$ cat config.mk
export PLATFORM = sky130hd
export DESIGN_NAME = button_event_arbiter
export DESIGN_NICKNAME = d
export VERILOG_FILES = /design/src/rtl/button_event_pkg.sv /design/src/rtl/button_event_fsm.sv /design/src/rtl/button_event_arbiter.sv
export SDC_FILE = /design/constraint.sdc
export NUM_CORES = 1
export LEC_CHECK = 0
export ABC_AREA = 1
export CORE_MARGIN = 2
export CORE_UTILIZATION = 50
export CTS_CLUSTER_SIZE = 14
export DETAILED_ROUTE_END_ITERATION = 16
export GPL_TIMING_DRIVEN = 0
export HOLD_SLACK_MARGIN = 0.05
export PLACE_DENSITY = 0.69
export SLEW_MARGIN = 20
export SYNTH_ARGS = -nofsm -noshare
export SYNTH_HDL_FRONTEND = slang
export SYNTH_SLANG_ARGS = --single-unit
$ cat constraint.sdc
create_clock -name clk -period 1.8 [get_ports clk]
set_input_delay 0.18 -clock clk [delete_from_list [all_inputs] [get_ports clk]]
set_output_delay 0.18 -clock clk [all_outputs]
set_load 0.005 [all_outputs]
$ cat src/rtl/button_event_pkg.sv
// Shared event codes and per-channel FSM state encoding for the button event arbiter.
package button_event_pkg;

  localparam logic [1:0] EV_PRESS   = 2'b00;
  localparam logic [1:0] EV_RELEASE = 2'b01;
  localparam logic [1:0] EV_LONG    = 2'b10;
  localparam logic [1:0] EV_REPEAT  = 2'b11;

  typedef enum logic [1:0] {
    ST_IDLE      = 2'd0,
    ST_PRESSED   = 2'd1,
    ST_LONG_HELD = 2'd2
  } fsm_state_t;

endpackage

$ cat src/rtl/button_event_fsm.sv
// One button channel: edge detect, hold counter, event FSM, 1-deep pending slot and sticky overflow.
module button_event_fsm
  import button_event_pkg::*;
#(
  parameter int CNT_WIDTH     = 16,
  parameter int LONG_CYCLES   = 1000,
  parameter int REPEAT_CYCLES = 250
) (
  input  logic       clk,
  input  logic       rst_n,
  input  logic       enable,
  input  logic       btn,
  input  logic       grant,
  input  logic       ovf_clr,
  output logic       pend_valid,
  output logic [1:0] pend_code,
  output logic       ovf
);

  localparam logic [CNT_WIDTH-1:0] LONG_LAST   = CNT_WIDTH'(LONG_CYCLES - 1);
  localparam logic [CNT_WIDTH-1:0] REPEAT_LAST = CNT_WIDTH'(REPEAT_CYCLES - 1);

  fsm_state_t           state, state_d;
  logic [CNT_WIDTH-1:0] cnt, cnt_d;
  logic                 lvl_q;
  logic                 rise, fall;
  logic                 raise;
  logic [1:0]           raise_code;

  assign rise = btn & ~lvl_q;
  assign fall = ~btn & lvl_q;

  // A falling edge is tested first so it always pre-empts a LONG/REPEAT due in the same cycle.
  always_comb begin
    state_d    = state;
    cnt_d      = cnt;
    raise      = 1'b0;
    raise_code = EV_PRESS;
    if (!enable) begin
      state_d = ST_IDLE;
      cnt_d   = '0;
    end else begin
      case (state)
        ST_IDLE: begin
          if (rise) begin
            state_d    = ST_PRESSED;
            cnt_d      = '0;
            raise      = 1'b1;
            raise_code = EV_PRESS;
          end
        end
        ST_PRESSED: begin
          if (fall) begin
            state_d    = ST_IDLE;
            cnt_d      = '0;
            raise      = 1'b1;
            raise_code = EV_RELEASE;
          end else if (btn) begin
            if (cnt == LONG_LAST) begin
              state_d    = ST_LONG_HELD;
              cnt_d      = '0;
              raise      = 1'b1;
              raise_code = EV_LONG;
            end else begin
              cnt_d = cnt + 1'b1;
            end
          end
        end
        ST_LONG_HELD: begin
          if (fall) begin
            state_d    = ST_IDLE;
            cnt_d      = '0;
            raise      = 1'b1;
            raise_code = EV_RELEASE;
          end else if (btn) begin
            if (cnt == REPEAT_LAST) begin
              cnt_d      = '0;
              raise      = 1'b1;
              raise_code = EV_REPEAT;
            end else begin
              cnt_d = cnt + 1'b1;
            end
          end
        end
        default: begin
          state_d = ST_IDLE;
          cnt_d   = '0;
        end
      endcase
    end
  end

  always_ff @(posedge clk or negedge rst_n) begin
    if (!rst_n) begin
      state      <= ST_IDLE;
      cnt        <= '0;
      lvl_q      <= 1'b0;
      pend_valid <= 1'b0;
      pend_code  <= EV_PRESS;
      ovf        <= 1'b0;
    end else begin
      // Held at 0 while disabled so a button still down at re-enable yields a fresh PRESS.
      lvl_q <= enable ? btn : 1'b0;
      state <= state_d;
      cnt   <= cnt_d;
      if (raise && (!pend_valid || grant)) begin
        pend_valid <= 1'b1;
        pend_code  <= raise_code;
      end else if (grant) begin
        pend_valid <= 1'b0;
      end
      if (raise && pend_valid && !grant) begin
        ovf <= 1'b1;
      end else if (ovf_clr) begin
        ovf <= 1'b0;
      end
    end
  end

endmodule

$ cat src/rtl/button_event_arbiter.sv
// N button channels feeding a round-robin arbiter onto a single registered valid/ready event stream.
module button_event_arbiter
  import button_event_pkg::*;
#(
  parameter int N             = 4,
  parameter int CNT_WIDTH     = 16,
  parameter int LONG_CYCLES   = 1000,
  parameter int REPEAT_CYCLES = 250,
  localparam int CW           = (N > 1) ? $clog2(N) : 1
) (
  input  logic          clk,
  input  logic          rst_n,
  input  logic          enable,
  input  logic [N-1:0]  btn_lvl,
  output logic          ev_valid,
  input  logic          ev_ready,
  output logic [CW-1:0] ev_chan,
  output logic [1:0]    ev_code,
  output logic [N-1:0]  ovf,
  input  logic          ovf_clr
);

  logic [N-1:0]      pend_valid;
  logic [N-1:0][1:0] pend_code;
  logic [N-1:0]      grant;
  logic [CW-1:0]     rr_ptr, gnt_idx, rr_next;
  logic              found, load;

  assign load = ~ev_valid | ev_ready;

  for (genvar i = 0; i < N; i++) begin : g_ch
    button_event_fsm #(
      .CNT_WIDTH    (CNT_WIDTH),
      .LONG_CYCLES  (LONG_CYCLES),
      .REPEAT_CYCLES(REPEAT_CYCLES)
    ) u_fsm (
      .clk       (clk),
      .rst_n     (rst_n),
      .enable    (enable),
      .btn       (btn_lvl[i]),
      .grant     (grant[i]),
      .ovf_clr   (ovf_clr),
      .pend_valid(pend_valid[i]),
      .pend_code (pend_code[i]),
      .ovf       (ovf[i])
    );
  end

  // Wrap is done by subtraction rather than modulo so N need not be a power of two.
  always_comb begin
    logic [CW:0] cand;
    found   = 1'b0;
    gnt_idx = '0;
    for (int unsigned k = 0; k < N; k++) begin
      cand = {1'b0, rr_ptr} + (CW+1)'(k);
      if (cand >= (CW+1)'(N)) cand = cand - (CW+1)'(N);
      if (!found && pend_valid[cand[CW-1:0]]) begin
        found   = 1'b1;
        gnt_idx = cand[CW-1:0];
      end
    end
    grant = '0;
    if (load && found) grant[gnt_idx] = 1'b1;
    rr_next = (gnt_idx == CW'(N - 1)) ? '0 : gnt_idx + 1'b1;
  end

  always_ff @(posedge clk or negedge rst_n) begin
    if (!rst_n) begin
      ev_valid <= 1'b0;
      ev_chan  <= '0;
      ev_code  <= EV_PRESS;
      rr_ptr   <= '0;
    end else if (load) begin
      if (found) begin
        ev_valid <= 1'b1;
        ev_chan  <= gnt_idx;
        ev_code  <= pend_code[gnt_idx];
        rr_ptr   <= rr_next;
      end else begin
        ev_valid <= 1'b0;
      end
    end
  end

endmodule

==> results of run 1 <==
==> worst max-delay path: stages, from the launching register on <==
cell	delay, ps
dfrtp_1	380
buf_6	140
inv_8	80
nand2_2	70
nand3_2	80
nand2_2	80
nor2_4	160
nand3_2	100
nand3_2	90
nand2_4	80
inv_4	60
ha_1	130
nand2_1	60
nand2_2	100
nand3_4	90
nand2_1	60
o21ai_0	70
==> cell families (layout without fill, tap and decap cells) <==
family	after synthesis	in the layout	share of synthesized area (%)
adders and majority gates	32	32	6.33
xor gates and xnor gates	9	9	1.25
and+or+nand+nor	474	474	33.5
buffers and inverters	133	226	8.61
DFF	99	99	39.2
muxes	1	1	0.158
AOI/OAI and AO/OA	119	119	11.0
==> final timing paths <==
check	cells after the start	slack, ps	end	startpoint
setup / recovery	16	-140	g_ch[2].u_fsm.pend_code[0]	rr_ptr[0]
hold / removal	3	190	g_ch[0].u_fsm.lvl_q	btn_lvl[0]
setup reg to reg	16	-140	g_ch[2].u_fsm.pend_code[0]	rr_ptr[0]
hold reg to reg	2	470	g_ch[3].u_fsm.pend_code[1]	g_ch[3].u_fsm.pend_code[1]
max in group asynchronous	3	890	g_ch[1].u_fsm.cnt[9]	rst_n
min in group asynchronous	2	260	g_ch[2].u_fsm.cnt[12]	rst_n
==> per-stage QoR <==
stage / TNS [ps] / utilization (%) / worst slack (ps)
after floorplan: 0 / - / 10.1
after global placement: -346650 / 53.9 / -3310
after detailed placement: -20580 / 54.2 / -451
after CTS: -1650 / 58.6 / -130
after global routing: -5830 / 66.9 / -292
final: -1750 / 66.9 / -144
==> cell usage in the layout, fill, tap and decap left out, types with 15 or more instances in the layout <==
cell,instances
buf_4,57
nor3_1,17
inv_2,23
dfrtp_1,94
nand3_1,49
nand2_1,180
nand3_2,16
inv_1,86
o21ai_0,22
nand2_2,42
nand2_4,15
nand4_1,25
a21oi_1,37
ha_1,20
nor2_1,69
==> area by class of cell <==
| class | count | area [µm²] | share of cell area [%] |
|---|---|---|---|
| multi-input cells | 635 | 4070 | 48.8 |
| clock inverters | 1 | 5.00 | 0.0601 |
| plain buffers | 13 | 115 | 1.38 |
| well taps | 172 | 215 | 2.58 |
| repair buffers | 77 | 668 | 8.02 |
| clock buffers | 15 | 288 | 3.45 |
| flip-flops and latches | 99 | 2480 | 29.8 |
| inverters | 120 | 490 | 5.88 |
==> where the power goes <==
| part | internal (mW) | leakage (nW) | total [mW] | switching (mW) |
|---|---|---|---|---|
| Sequential | 2.52 | 1.34 | 2.80 | 0.283 |
| Combinational | 2.71 | 2.24 | 6.35 | 3.64 |
| Clock | 1.09 | 0.146 | 1.91 | 0.822 |
==> routing by layer <==
| layer | global-route usage [%] | wire (µm) | up-vias |
|---|---|---|---|
| met5 | 0 | 0 | - |
| met3 | 3.17 | 508 | 27 |
| met4 | 7.78 | 301 | 0 |
| met2 | 32.8 | 7400 | 127 |
| met1 | 30.5 | 7250 | 2830 |
| li1 | - | - | 3024 |
==> sequential cells by signal, summed over array words and instances (netlist names) <==
name and cells:
ev_code 2, g_ch.u_fsm.pend_code 8, g_ch.u_fsm.ovf 4, g_ch.u_fsm.state 8
g_ch.u_fsm.cnt 64, g_ch.u_fsm.pend_valid 4, ev_chan 2, ev_valid 1
rr_ptr 2, g_ch.u_fsm.lvl_q 4
==> timing repair <==
action,4_1_cts,5_1_grt
gates resized for setup,49,197
endpoints found under the setup margin,73,90
cloned,1,1
hold endpoints to repair,28,0
hold buffers,1,0
pin swaps,14,53
setup buffers,12,46
==> impl_metrics.ini, run 1 <==
[pwr]
p_total_mw = 11.1
cellLeakagePower_nw = 3.72
powerDensity_nw_per_um2 = 1330
irDropWorstVdd_uv = 790

[cts]
insertion_delay_ps = 360
clock-sinks = 99
cts_tree = built
clk_pin_slew_ps = 60
cts-root-buf = clkbuf_16
clock_path_buffers = 2
htree_levels = 3
numCtsBuffers = 9

[sta]
clock.fmax_mhz = 514
rsz0062_at_grt = yes
maxSlewViolCount = 0
setup_viol = 21
period_share_pct = 108
hold_viol = 0
fin_skew_ps = 4.78
finalCriticalPeriod_ps = 1940
worst_slack_ps = -144
worstMarginPinSlew_ps = 561
whs_ps = 186
maxSlewHeadroom_pct = 62.6

[layout]
final_cell_area_um2 = 8330
fin_cells = 1132
syn_to_final_growth_pct = 31.8
fin_nets = 996
n_fill_cell = 1027
n_antenna_cell = 0
drive_gt1_share_pct = 30.1

[grt]
grt_max_degree = 72
overflow = 0
grt_usage_pct = 21.3
antenna_found_initial = 0
grt_pass1_vias = 5148
grt_first_pass_wirelength_um = 23200

[yosys]
synth-seq-area-share_pct = 39.2
yosys-top-cells-count = nand2_1 (226), inv_1 (110), dfrtp_1 (99)
ys_warn_count = 0
synth_edf_count = 0
synth_most_common_cell = nand2_1
synth_area_um2 = 6320
async_flop_share_pct = 100
synth_flop_cell = dfrtp_1
avgSynthCellArea_um2 = 7.29
ys_types = 49
synth_top_area_share_pct = 39.2
yosys.area.top_type = dfrtp_1
synthCells = 867
syn_nets = 908
ys_seq_elements = 99
synth.area.top_cells = dfrtp_1 (39%), nand2_1 (13%), inv_1 (6.5%)

[die]
core_area_um2 = 12500
start_util_pct = 50.7
num_io_pins = 18
die_width_um = 116
fp.dieArea_um2 = 13600
rows = 41
die_h_um = 116

[hold_path]
holdCritPathClass = input pin to register

[routing]
remaining_drc_errors = 0
wl_per_cell_um = 13.7
firstDrtPassIters = 5
via_count = 6008
drt_first_iter_violations = 375
post_drt_via_cell_ratio = 5.31
routed_wl_um = 15500
final_antenna_net_count = 0

[setup_path]
arrival_ps = 2180
crit_fanout = 10
end_kind = register
critPathLaunchType = register
path_class = register to register
required_ps = 2030

[job]
maxCapViolCount = 0

[place]
gp_congestion = 0.901
postPlaceCellArea_um2 = 6750
io_buffers = 16
hpwl_um = 9570
dp.cells = 1056

[outcome]
violations = setup timing
outcome = finished, violations left
(Power assumes the default switching activity.)
==> inputs of run 2 (changes only) <==
- ABC_AREA: 1 -> unset
- CORE_UTILIZATION: 50 -> 60
- PLACE_DENSITY: 0.69 -> 0.78
- clock period: 1.8 -> 2.4 ns (I/O delays scaled with it)
==> impl_metrics.ini, run 2 <==
[setup_path]
critPathLaunchType = register
critPathMaxStageDelay_ps = 580
end_kind = register
r2r-start = g_ch[1].u_fsm.pend_valid
crit_cells = 9
crit_fanout = 5
crit_path_end = g_ch[2].u_fsm.pend_code[0]
critPathBufInv = 1
crit_start = g_ch[1].u_fsm.pend_valid
path_class = register to register
arrival_ps = 2620
worstReg2RegEnd = g_ch[2].u_fsm.pend_code[0]
rrSetupSlack_ps = 60
cpMaxStageDelayCell = or4_4
cp_top_family = simple AND/OR/NAND/NOR gates
cp_cell_sequence = or4_4, o21ai_4, nor3_4, inv_2, ha_1, a21boi_2, o21ba_2, o31a_1, mux2_2
required_ps = 2680
ff2ff_path_depth = 9

[sta]
finalCriticalPeriod_ps = 2340
period_share_pct = 97.5
worstMarginPinSlew_ps = 732
fin_skew_ps = 11.7
hold_viol = 0
clock.fmax_mhz = 427
tns_ps = 0
worst_slack_ps = 60.6
whs_ps = 275
setup_viol = 0
maxSlewViolCount = 0
maxSlewHeadroom_pct = 50.5
rsz0062_at_grt = yes

[cts]
htree_levels = 3
cts-root-buf = clkbuf_8
clock-sinks = 99
insertion_delay_ps = 390
numCtsBuffers = 9
cts_tree = built
clk_pin_slew_ps = 100
clock_path_buffers = 2

[routing]
wl_met3_um = 741
wl_met1_um = 6740
remaining_drc_errors = 0
top_layer_used = met4
firstDrtPassIters = 5
via_count = 5731
wl_per_cell_um = 16.4
post_drt_via_cell_ratio = 6.26
routed_wl_um = 15000
wl_met2_um = 7350
drt_first_iter_violations = 389
final_antenna_net_count = 0

[die]
start_util_pct = 62.4
rows = 37
fp.dieArea_um2 = 11700
core_area_um2 = 10400
num_io_pins = 18
die_h_um = 108
die_width_um = 108

[place]
io_buffers = 17
hpwl_um = 10500
postPlaceCellArea_um2 = 6880
gp_congestion = 0.889
place_ws_ps = -468

[yosys]
ys_warn_count = 0
async_flop_share_pct = 100
synth-seq-area-share_pct = 38.1
yosys.area.top_type = dfrtp_1
synth.area.top_cells = dfrtp_1 (38%), ha_1 (6.2%), nand2_1 (4.8%)
synth_most_common_cell = dfrtp_1
synth_edf_count = 0
synth_area_um2 = 6490
ys_types = 75
ys_seq_elements = 99
syn_nets = 771
synth_top_area_share_pct = 38.1
avgSynthCellArea_um2 = 8.90
yosys-top-cells-count = dfrtp_1 (99), nand2_1 (83), nor2_1 (50)
synthCells = 730
synth_flop_cell = dfrtp_1

[layout]
largest_reg_flops = 64
drive_gt1_share_pct = 12.4
layout_commonest_cell = dfrtp_1
top_regs = g_ch.u_fsm.cnt: 64 flops, g_ch.u_fsm.pend_code: 8 flops, g_ch.u_fsm.state: 8 flops
syn_to_final_growth_pct = 13.4
final_cell_area_um2 = 7370
n_antenna_cell = 0
top_register = g_ch.u_fsm.cnt
final_cell_mix = dfrtp_1 (97), nand2_1 (83), nor2_1 (49)
fin_nets = 817

[grt]
grt_first_pass_wirelength_um = 25000
overflow = 0
grt_usage_pct = 26.4
antenna_found_initial = 0
grt_pass1_vias = 5426
grt_max_degree = 73

[hold_path]
holdCritPathClass = input pin to async pin

[job]
maxCapViolCount = 0

[pwr]
irDropWorstVdd_uv = 533
powerDensity_nw_per_um2 = 735
cellLeakagePower_nw = 3.08

[outcome]
outcome = finished clean
==> run 2: worst min-delay path by stage <==
stage | from | end | slack, ps | cells after the start
CTS | rst_n | rr_ptr[0] | 280 | 2
finish | rst_n | g_ch[2].u_fsm.cnt[15] | 280 | 2
global route | rst_n | g_ch[2].u_fsm.cnt[15] | 300 | 2
detailed placement | rst_n | g_ch[2].u_fsm.cnt[15] | 130 | 1
floorplan | rst_n | ev_chan[0] | -60 | 0
global placement | ev_chan[1] | ev_chan[1] | 460 | 2
==> run 2: logic make-up (layout without fill, tap and decap cells) <==
| logic type | after synthesis | after routing | share of synthesized area, % |
|---|---|---|---|
| simple gates | 330 | 330 | 27.9 |
| fa+ha+maj | 32 | 32 | 6.16 |
| compound gates | 167 | 167 | 18.2 |
| buf+inv | 65 | 115 | 4.18 |
| flops | 99 | 99 | 38.1 |
| xor+xnor | 23 | 23 | 3.10 |
| mux | 14 | 14 | 2.31 |
==> run 2: through the flow <==
stage | cells | util (%) | power [mW]
finish | 916 | 70.7 | 5.41
global route | 916 | 70.7 | 5.77
detailed placement | 884 | 66.0 | 3.95
global placement | 883 | 65.7 | 3.84
floorplan | 730 | - | 3.38
CTS | 904 | 68.7 | 5.25
==> run 2: layer usage <==
layer / up-vias / global-route usage (%)
li1: 2775 / -
met1: 2783 / 34.3
met2: 152 / 44.9
met3: 21 / 4.94
met4: 0 / 7.97
met5: - / 0
==> run 2: power breakdown <==
part | switching [mW] | internal [mW] | total (mW) | leakage, nW
logic | 1.25 | 0.910 | 2.16 | 1.63
registers | 0.186 | 1.86 | 2.04 | 1.34
clock network | 0.595 | 0.610 | 1.21 | 0.102
total | 2.04 | 3.38 | 5.41 | 3.08
==> run 2: worst reg2reg max path, delay by kind of cell, from the launching register on <==
kind                       cells  cell delay [ps]
AOI/OAI and AO/OA              4              560
buffers and inverters          1               80
muxes                          1              340
and+or+nand+nor                2              670
DFF                            1              450
adders and majority gates      1              160
==> run 2: layout make-up <==
type | count | area, µm²
tap | 136 | 170
timing repair buffer | 36 | 337
fill | 813 | 3050
clock buffer | 11 | 141
buffer | 29 | 144
sequential | 99 | 2480
multi-input combinational | 566 | 3890
clock inverter | 4 | 75.1
inverter | 35 | 131
==> run 2: what timing repair did <==
item                                   CTS  global route
setup buffers                            4            13
pin swaps                                1             7
hold buffers                             1             0
endpoints found under the hold margin   27             0
setup endpoints to repair               30            54
cloned                                   0             0
gates resized for setup                 12            24
==> inputs of run 3 (changes only) <==
- clock period: 2.4 -> 3 ns (I/O delays scaled with it)
==> impl_metrics.ini, run 3 (synthesis results as in run 2) <==
[outcome]
outcome = finished clean

[layout]
n_antenna_cell = 0
largest_reg_flops = 64
fin_cells = 900
top_register = g_ch.u_fsm.cnt
drive_gt1_share_pct = 7.07
final_cell_mix = dfrtp_1 (99), nand2_1 (83), nor2_1 (50)
top_regs = g_ch.u_fsm.cnt: 64 flops, g_ch.u_fsm.pend_code: 8 flops, g_ch.u_fsm.state: 8 flops
layout_commonest_cell = dfrtp_1
fin_nets = 801
syn_to_final_growth_pct = 8.51

[setup_path]
crit_fanout = 6
ff2ff_path_depth = 9
cpMaxStageDelayCell = or4_1
arrival_ps = 3080
end_kind = register
cp_cell_sequence = or4_1, o21ai_0, nor3_2, inv_1, ha_1, a21boi_0, o21ba_2, o31a_1, mux2_2
r2r-start = g_ch[0].u_fsm.pend_valid
critPathLaunchType = register
critPathMaxStageDelay_ps = 580
rrSetupSlack_ps = 220
worstReg2RegEnd = g_ch[2].u_fsm.pend_code[0]
required_ps = 3290
path_class = register to register

[grt]
grt_pass1_vias = 5379
overflow = 0
antenna_found_initial = 0
grt_first_pass_wirelength_um = 24800
grt_max_degree = 67
grt_usage_pct = 26.5

[cts]
clock_path_buffers = 2
numCtsBuffers = 9
cts_setup_buffers = 0
cts-root-buf = clkbuf_8
insertion_delay_ps = 400
clk_pin_slew_ps = 100
clock-sinks = 99
htree_levels = 3
cts_tree = built

[sta]
worstMarginPinSlew_ps = 810
worst_slack_ps = 216
maxSlewViolCount = 0
rsz0062_at_grt = no
maxSlewHeadroom_pct = 45.7
period_share_pct = 92.8
tns_ps = 0
setup_viol = 0
clock.fmax_mhz = 359
hold_viol = 0
finalCriticalPeriod_ps = 2780
fin_skew_ps = 8.85

[hold_path]
holdCritPathClass = input pin to async pin

[die]
core_area_um2 = 10400
die_h_um = 108
start_util_pct = 62.4
num_io_pins = 18
die_width_um = 108
rows = 37
fp.dieArea_um2 = 11700

[place]
place_ws_ps = 62.1
dp.cells = 884
hpwl_um = 10200
gp_congestion = 0.854
io_buffers = 17

[routing]
wl_per_cell_um = 15.8
routed_wl_um = 14200
remaining_drc_errors = 0
post_drt_via_cell_ratio = 6.24
via_count = 5615
firstDrtPassIters = 4
final_antenna_net_count = 0
drt_first_iter_violations = 344

[pwr]
cellLeakagePower_nw = 2.94
powerDensity_nw_per_um2 = 559
p_total_mw = 3.94
irDropWorstVdd_uv = 415

[job]
maxCapViolCount = 0
run 3: cell count changes in the layout (fill, tap and decap cells not counted), moves of 3 or more:
cell,previous run,this run
buf_4,22,4
a21boi_0,2,6
clkbuf_1,15,18
clkbuf_2,3,0
run 3: final cells by class:
type / instances / area, µm²
buffer: 30 / 140
clock buffer: 11 / 141
clock inverter: 4 / 27.5
fill: 832 / 3370
inverter: 35 / 131
multi-input combinational: 566 / 3750
sequential: 99 / 2480
tap: 136 / 170
timing repair buffer: 19 / 209
run 3: power breakdown:
group	total [mW]	switching [mW]	internal, mW
Sequential	1.63	0.144	1.48
Clock	0.799	0.481	0.318
Combinational	1.51	0.908	0.604
Total	3.94	1.53	2.41
run 3: critical path: cells and delay by family (launching register included):
kind | cells | cell delay, ps
multiplexers | 1 | 340
adder cells (fa/ha/maj) | 1 | 150
AND/OR/NAND/NOR | 2 | 730
flip-flops | 1 | 450
buffers and inverters | 1 | 160
AO/OA/AOI/OAI | 4 | 840
run 3: repair_timing:
action,in CTS,in global routing
setup endpoints to repair,0,2
resized for setup,0,1
hold buffers,1,0
endpoints found under the hold margin,33,0
run 3: routing by layer:
| layer | vias to the layer above | track usage (%) | wire, µm |
|---|---|---|---|
| li1 | 2743 | - | - |
| met1 | 2715 | 34.9 | 6690 |
| met2 | 134 | 43.3 | 6720 |
| met3 | 23 | 6.93 | 590 |
| met4 | 0 | 7.88 | 213 |
| met5 | - | 0 | 0 |
run 3: how the worst max path moves through the flow:
stage / from / to / depth (start not counted)
after floorplan: g_ch[0].u_fsm.pend_valid / g_ch[2].u_fsm.pend_code[0] / 9
after global placement: rst_n / g_ch[1].u_fsm.cnt[5] / 1
after detailed placement: enable / g_ch[0].u_fsm.cnt[1] / 8
after CTS: g_ch[0].u_fsm.pend_valid / g_ch[2].u_fsm.pend_code[0] / 9
after global routing: g_ch[0].u_fsm.pend_valid / g_ch[2].u_fsm.pend_code[0] / 9
final: g_ch[0].u_fsm.pend_valid / g_ch[2].u_fsm.pend_code[0] / 9
run 3: per-stage QoR:
stage	hold slack, ps	utilization [%]	area [µm²]
3_5_place_dp	214	65.9	6860
2_1_floorplan	4.41	-	6490
3_3_place_gp	464	65.6	6840
4_1_cts	340	67.6	7040
6_report	343	67.7	7050
5_1_grt	367	67.7	7050
